<file path="src/rtl/combat_pkg.sv">
// Shared encodings for the combat round engine: FSM states and winner codes.
package combat_pkg;

  typedef enum logic [1:0] {
    FIGHT      = 2'd0,
    ROUND_END  = 2'd1,
    MATCH_OVER = 2'd2
  } state_t;

  typedef enum logic [1:0] {
    NONE = 2'd0,
    P1   = 2'd1,
    P2   = 2'd2,
    DRAW = 2'd3
  } winner_t;

endpackage

</file>
<file path="src/rtl/combat_hit_check.sv">
// Combinational hit geometry for one attacker/defender pair: overlap, level, facing.
module combat_hit_check #(
  parameter int POS_W = 10,
  parameter int HIT_W = 80
) (
  input  logic [POS_W-1:0] atk_x,
  input  logic [POS_W-1:0] atk_y,
  input  logic             atk_facing_left,
  input  logic [POS_W-1:0] def_x,
  input  logic [POS_W-1:0] def_y,
  output logic             hit_ok
);

  localparam logic [POS_W:0] HW = (POS_W+1)'(HIT_W);

  // One extra bit so x+HIT_W near the screen edge cannot wrap.
  logic [POS_W:0] ax, dx;
  logic           overlap, facing;

  always_comb begin
    ax      = {1'b0, atk_x};
    dx      = {1'b0, def_x};
    overlap = (ax < dx + HW) && (ax + HW > dx);
    facing  = atk_facing_left ? (ax > dx) : (ax < dx);
    hit_ok  = overlap && (atk_y == def_y) && facing;
  end

endmodule

</file>
<file path="src/rtl/combat_round_engine.sv">
// Two-player hit resolution, invulnerability, round timer and best-of-N match FSM.
// Hits land one cycle after the attack edge is sampled; round end is decided on the same edge as the hit.
module combat_round_engine
  import combat_pkg::*;
#(
  parameter int POS_W         = 10,
  parameter int HIT_W         = 80,
  parameter int HEALTH_W      = 4,
  parameter int HEALTH_MAX    = 15,
  parameter int DAMAGE        = 1,
  parameter int CHIP_DAMAGE   = 0,
  parameter int INVULN_CYCLES = 25_000_000,
  parameter int ROUND_TICKS   = 99,
  parameter int PAUSE_TICKS   = 3,
  parameter int ROUNDS_TO_WIN = 2
) (
  input  logic                clk,
  input  logic                reset,
  input  logic                sec_tick,
  input  logic [POS_W-1:0]    p1_x,
  input  logic [POS_W-1:0]    p1_y,
  input  logic [POS_W-1:0]    p2_x,
  input  logic [POS_W-1:0]    p2_y,
  input  logic                p1_attack,
  input  logic                p2_attack,
  input  logic                p1_shield,
  input  logic                p2_shield,
  input  logic                p1_facing_left,
  input  logic                p2_facing_left,
  output logic [HEALTH_W-1:0] p1_health,
  output logic [HEALTH_W-1:0] p2_health,
  output logic                p1_hit,
  output logic                p2_hit,
  output logic [1:0]          p1_rounds,
  output logic [1:0]          p2_rounds,
  output logic [6:0]          round_timer,
  output logic [1:0]          state,
  output logic [1:0]          round_winner,
  output logic [1:0]          match_winner,
  output logic                freeze
);

  localparam int INV_W = $clog2(INVULN_CYCLES + 2);
  localparam logic [INV_W-1:0]    INV_LOAD = INV_W'(INVULN_CYCLES);
  localparam logic [HEALTH_W-1:0] HMAX     = HEALTH_W'(HEALTH_MAX);
  localparam logic [HEALTH_W-1:0] DMG      = HEALTH_W'(DAMAGE);
  localparam logic [HEALTH_W-1:0] CHIP     = HEALTH_W'(CHIP_DAMAGE);
  localparam logic [6:0]          RT       = 7'(ROUND_TICKS);
  localparam logic [6:0]          PT       = 7'(PAUSE_TICKS);
  localparam logic [1:0]          RTW      = 2'(ROUNDS_TO_WIN);

  state_t              st, st_nxt;
  logic [INV_W-1:0]    inv1, inv2, inv1_nxt, inv2_nxt;
  logic [6:0]          pause, pause_nxt, timer_nxt;
  logic [HEALTH_W-1:0] h1_nxt, h2_nxt, dmg1, dmg2;
  logic [1:0]          r1_nxt, r2_nxt, rw_nxt, mw_nxt;
  logic                hit1_nxt, hit2_nxt;
  logic                prev1, prev2, rise1, rise2;
  logic                ok12, ok21, hit_on1, hit_on2, round_over;
  winner_t             w;

  combat_hit_check #(.POS_W(POS_W), .HIT_W(HIT_W)) u_hit_p1 (
    .atk_x(p1_x), .atk_y(p1_y), .atk_facing_left(p1_facing_left),
    .def_x(p2_x), .def_y(p2_y), .hit_ok(ok12)
  );

  combat_hit_check #(.POS_W(POS_W), .HIT_W(HIT_W)) u_hit_p2 (
    .atk_x(p2_x), .atk_y(p2_y), .atk_facing_left(p2_facing_left),
    .def_x(p1_x), .def_y(p1_y), .hit_ok(ok21)
  );

  assign hit_on2 = (st == FIGHT) && rise1 && ok12 && (inv2 == '0);
  assign hit_on1 = (st == FIGHT) && rise2 && ok21 && (inv1 == '0);
  assign dmg2    = p2_shield ? CHIP : DMG;
  assign dmg1    = p1_shield ? CHIP : DMG;
  assign state   = st;

  always_comb begin
    st_nxt     = st;
    h1_nxt     = p1_health;
    h2_nxt     = p2_health;
    hit1_nxt   = 1'b0;
    hit2_nxt   = 1'b0;
    inv1_nxt   = (inv1 != '0) ? inv1 - INV_W'(1) : '0;
    inv2_nxt   = (inv2 != '0) ? inv2 - INV_W'(1) : '0;
    r1_nxt     = p1_rounds;
    r2_nxt     = p2_rounds;
    timer_nxt  = round_timer;
    pause_nxt  = pause;
    rw_nxt     = round_winner;
    mw_nxt     = match_winner;
    w          = NONE;
    round_over = 1'b0;

    case (st)
      FIGHT: begin
        if (hit_on2 && dmg2 != '0) begin
          h2_nxt   = (p2_health > dmg2) ? p2_health - dmg2 : '0;
          hit2_nxt = 1'b1;
          inv2_nxt = INV_LOAD;
        end
        if (hit_on1 && dmg1 != '0) begin
          h1_nxt   = (p1_health > dmg1) ? p1_health - dmg1 : '0;
          hit1_nxt = 1'b1;
          inv1_nxt = INV_LOAD;
        end
        if (sec_tick && round_timer != '0)
          timer_nxt = round_timer - 7'd1;

        // A knockout on the same edge as the final tick wins over the timer verdict.
        if (h1_nxt == '0 || h2_nxt == '0) begin
          round_over = 1'b1;
          if (h1_nxt == '0 && h2_nxt == '0) w = DRAW;
          else if (h1_nxt == '0)            w = P2;
          else                              w = P1;
        end else if (sec_tick && timer_nxt == '0) begin
          round_over = 1'b1;
          if (h1_nxt > h2_nxt)      w = P1;
          else if (h2_nxt > h1_nxt) w = P2;
          else                      w = DRAW;
        end

        if (round_over) begin
          st_nxt    = ROUND_END;
          pause_nxt = PT;
          rw_nxt    = w;
          if (w == P1) r1_nxt = p1_rounds + 2'd1;
          if (w == P2) r2_nxt = p2_rounds + 2'd1;
        end
      end

      ROUND_END: begin
        if (sec_tick) begin
          pause_nxt = (pause != '0) ? pause - 7'd1 : '0;
          if (pause_nxt == '0) begin
            if (p1_rounds == RTW) begin
              st_nxt = MATCH_OVER;
              mw_nxt = P1;
            end else if (p2_rounds == RTW) begin
              st_nxt = MATCH_OVER;
              mw_nxt = P2;
            end else begin
              st_nxt    = FIGHT;
              h1_nxt    = HMAX;
              h2_nxt    = HMAX;
              timer_nxt = RT;
              inv1_nxt  = '0;
              inv2_nxt  = '0;
              rw_nxt    = NONE;
            end
          end
        end
      end

      default: ;
    endcase
  end

  always_ff @(posedge clk) begin
    if (reset) begin
      st           <= FIGHT;
      p1_health    <= HMAX;
      p2_health    <= HMAX;
      p1_hit       <= 1'b0;
      p2_hit       <= 1'b0;
      inv1         <= '0;
      inv2         <= '0;
      p1_rounds    <= '0;
      p2_rounds    <= '0;
      round_timer  <= RT;
      pause        <= '0;
      round_winner <= NONE;
      match_winner <= NONE;
      freeze       <= 1'b0;
      prev1        <= 1'b0;
      prev2        <= 1'b0;
      rise1        <= 1'b0;
      rise2        <= 1'b0;
    end else begin
      st           <= st_nxt;
      p1_health    <= h1_nxt;
      p2_health    <= h2_nxt;
      p1_hit       <= hit1_nxt;
      p2_hit       <= hit2_nxt;
      inv1         <= inv1_nxt;
      inv2         <= inv2_nxt;
      p1_rounds    <= r1_nxt;
      p2_rounds    <= r2_nxt;
      round_timer  <= timer_nxt;
      pause        <= pause_nxt;
      round_winner <= rw_nxt;
      match_winner <= mw_nxt;
      freeze       <= (st_nxt != FIGHT);
      // Edge history runs in every state so a held button never strikes at round start.
      prev1        <= p1_attack;
      prev2        <= p2_attack;
      rise1        <= p1_attack & ~prev1;
      rise2        <= p2_attack & ~prev2;
    end
  end

endmodule

</file>
<file path="config.mk">
export PLATFORM = sky130hd
export DESIGN_NAME = combat_round_engine
export DESIGN_NICKNAME = d
export VERILOG_FILES = /design/src/rtl/combat_pkg.sv /design/src/rtl/combat_hit_check.sv /design/src/rtl/combat_round_engine.sv
export SDC_FILE = /design/constraint.sdc
export NUM_CORES = 1
export LEC_CHECK = 0
export ABC_AREA = 1
export CAP_MARGIN = 10
export CORE_ASPECT_RATIO = 0.9
export CORE_UTILIZATION = 40
export CTS_CLUSTER_DIAMETER = 60
export CTS_CLUSTER_SIZE = 40
export DETAILED_ROUTE_END_ITERATION = 10
export GPL_TIMING_DRIVEN = 0
export PLACE_DENSITY = 0.64
export SLEW_MARGIN = 20
export SYNTH_ARGS = -nofsm -noshare
export SYNTH_HDL_FRONTEND = slang
export SYNTH_SLANG_ARGS = --single-unit
</file>
<file path="constraint.sdc">
create_clock -name clk -period 8.8 [get_ports clk]
set_clock_uncertainty 0.15 [all_clocks]
set_input_delay 1.76 -clock clk [delete_from_list [all_inputs] [get_ports clk]]
set_output_delay 1.76 -clock clk [all_outputs]
set_load 0.01 [all_outputs]
</file>
==> qor.csv <==
metric,value,unit
cts_tree,built,
ys_types,41,
dp_hpwl,10.1,mm
synth_area,5770,um^2
combPwrFrac,0.395,
regArea,1780,um^2
hold_depth,1,
cpMaxStageDelayCell,clkdlybuf4s50_1,
timing.slew.headroom,0.672,
num_vias,5310,
crit_top_cell,nand2_1,
setup_tns,0,ns
syn_area_per_cell,6.88,um^2
dr.pass1.iters,5,
cts_buffers,9,
antenna_found_initial,0,
peakVddDrop,0.120,mV
worst_ep_arrival_time,5.57,ns
synth_common_cells,"nand2_1, nor2_1, inv_1",
drive_above_1_share,0.0678,
syn-num-nets,927,
p_int,1.01,mW
h-tree-depth,3,
synth-simple-area-share,0.335,
drc_errors,0,
cp_top_family,simple AND/OR/NAND/NOR gates,
cp-start-kind,primary input,
ys_ff_latch,89,
leakage,3.35,nW
synth_xor_area_frac,0.0972,
synth_compound_area_frac,0.0862,
synth-edff-count,0,
finalWeightedCongestion,0.806,
worstPathRequired,8.87,ns
critPathKind,primary input to flip-flop,
drt_iter0_drc,247,
ctsHoldBuffers,0,
via_per_inst,4.73,
yosys.area_share.adder,0.0868,
rsz0062_at_grt,no,
dieHeight,116,um
path_max_fanout,10,
cts-root-buf,clkbuf_16,
synthTopCellsByArea,"dfxtp_1, nand2_1, nor2_1, ha_1, inv_1",
grt_pass1_wl,22.9,mm
dieArea,14900,um^2
cts.sinks,89,
min_to,rise1,
min_period,5.49,ns
multiInputGateArea,3490,um^2
cts.repair.resized,0,
fin_crit_sh,0.624,
status,"complete, no violations",
hold_viol_final,0,
synth_ff_type,dfxtp_1,
portBuffers,75,
syn_inst,838,
ant_nets,0,
power_density,228,nW/um^2
diodes,0,
maxCapViolCount,0,
ys_seq_area_frac,0.309,
ctsLongestPathBuffers,2,
routed_wl,13.0,mm
max_freq,182,MHz
yosys.area.top_type,dfxtp_1,
clk_latency,0.35,ns
wl_per_cell,11.6,um
r2r_setup_slack,5.44,ns
core-area,14100,um^2
synth_top_area_frac,0.309,
fin_nets,1013,
clkSlewWorstSetupHoldPaths,0.06,ns
reg2regPathDepth,22,
grt_pass1_vias,5124,
yosysMostFrequentCell,nand2_1,
hp-start,prev1,
setup_viol,0,
hp-class,flip-flop to flip-flop,
areaGrowthSynthToFinish,22.5,%
regToRegStartpoint,inv1[0],
die_w,129,um
end_kind,flip-flop,
synth.yosys.warnings,0,
swShare,0.374,
synth_top_family_by_area,simple AND/OR/NAND/NOR gates,
cts_setup_buffers,0,
std_cell_rows,41,
top_level_ports,77,
fin_util,0.503,
seqPwrFrac,0.360,
synthMuxAreaShare,0,
start_util,0.410,
rr_endpoint,p2_rounds[1],
grt_use_total,0.193,
critPathMaxStageDelay,0.57,ns
timing.final.max_slew_violations,0,
fillCellCount,1443,
clockPowerShare,0.244,
synthArstFlopShare,0,
grt_max_degree,15,
p_sw,0.602,mW
grt_overflow,0,
path_buf_inv,4,
worst_slew_pin_slew,0.492,ns
-- through the flow --
| stage | area [um^2] | setup WS, ns | std cells | hold WS, ns | power, mW |
|---|---|---|---|---|---|
| 4_1_cts | 7070 | 3.30 | 1122 | 0.248 | 1.63 |
| 3_3_place_gp | 6760 | 3.05 | 1106 | 0.227 | 1.22 |
| 3_5_place_dp | 6760 | 2.92 | 1106 | 0.235 | 1.23 |
| 2_1_floorplan | 5770 | 4.02 | 838 | 0.223 | 1.09 |
| 5_1_grt | 7070 | 2.83 | 1122 | 0.270 | 1.76 |
| 6_report | 7070 | 3.31 | 1122 | 0.248 | 1.61 |
-- sequential cells by signal, summed over array words and instances (netlist names), 2 cells and up --
signal,count
inv1,25
inv2,25
pause,7
round_timer,7
p1_health,4
p2_health,4
match_winner,2
p1_rounds,2
p2_rounds,2
round_winner,2
state,2
-- cells in the final DEF (no fill, tap or decap), drive strengths merged --
cell | synthesis | layout
clkbuf | 8 | 20
o32ai | 1 | 1
nand4 | 11 | 11
buf | 6 | 6
nor3b | 2 | 2
or2 | 3 | 3
xnor2 | 24 | 24
o22ai | 5 | 5
a21oi | 24 | 24
clkdlybuf4s50 | 0 | 75
and3 | 1 | 1
a211oi | 1 | 1
bufinv | 0 | 1
nand3 | 56 | 56
a22oi | 5 | 5
clkinvlp | 0 | 1
o211ai | 3 | 3
dfxtp | 89 | 89
ha | 40 | 40
o31ai | 2 | 2
nand2 | 168 | 168
xor2 | 40 | 40
o21ai | 42 | 42
a21o | 2 | 2
clkinv | 0 | 2
o21a | 1 | 1
a21boi | 1 | 1
nor3 | 23 | 23
nor2 | 158 | 158
inv | 115 | 115
nor4 | 6 | 6
a31oi | 1 | 1
-- layer usage --
metal  vias up  track usage  wire, um
met4         0       0.0573       163
met2       106        0.316      5560
li1       2859            -         -
met5         -            0         0
met3        14       0.0499       702
met1      2331        0.249      6620
-- final cells by class --
type	instances	share of cell area
plain buffers	14	0.00921
clock buffers	12	0.0363
clock inverters	4	0.00726
inverters	115	0.0611
multi-input cells	620	0.494
flip-flops and latches	89	0.252
well taps	193	0.0342
repair buffers	75	0.106
-- cells by family (layout without fill, tap and decap cells) --
family | Yosys count | in the layout
AO/OA/AOI/OAI | 88 | 88
XOR/XNOR | 64 | 64
adder cells (fa/ha/maj) | 40 | 40
buffers and inverters | 129 | 220
flip-flops | 89 | 89
AND/OR/NAND/NOR | 428 | 428
-- power groups by stage --
| stage | clock (mW) | sequential [mW] | combinational [mW] |
|---|---|---|---|
| 6_report | 0.393 | 0.580 | 0.637 |
| 5_1_grt | 0.426 | 0.596 | 0.741 |
| 4_1_cts | 0.408 | 0.581 | 0.643 |
| 3_5_place_dp | 0 | 0.588 | 0.638 |
| 3_3_place_gp | 0 | 0.588 | 0.632 |
| 2_1_floorplan | 0 | 0.573 | 0.520 |
-- worst reg2reg max path, delay by kind of cell (launching register included) --
family / cells / cell delay [ns]
AND/OR/NAND/NOR: 15 / 1.72
buffers and inverters: 2 / 0.11
AO/OA/AOI/OAI: 3 / 0.41
flip-flops: 1 / 0.31
adder cells (fa/ha/maj): 2 / 0.53
-- worst max path at each step --
stage                     cells past startpoint    start      endpoint
after CTS                                    28  p2_x[4]  p2_rounds[1]
after global placement                       28  p2_x[4]  p2_rounds[1]
final                                        28  p2_x[4]  p2_rounds[1]
after detailed placement                     28  p2_x[4]  p2_rounds[1]
after floorplan                              27  p2_x[4]  p2_rounds[1]
after global routing                         28  p2_x[4]  p2_rounds[0]
No activity file was read; power rests on OpenSTA's default activity.
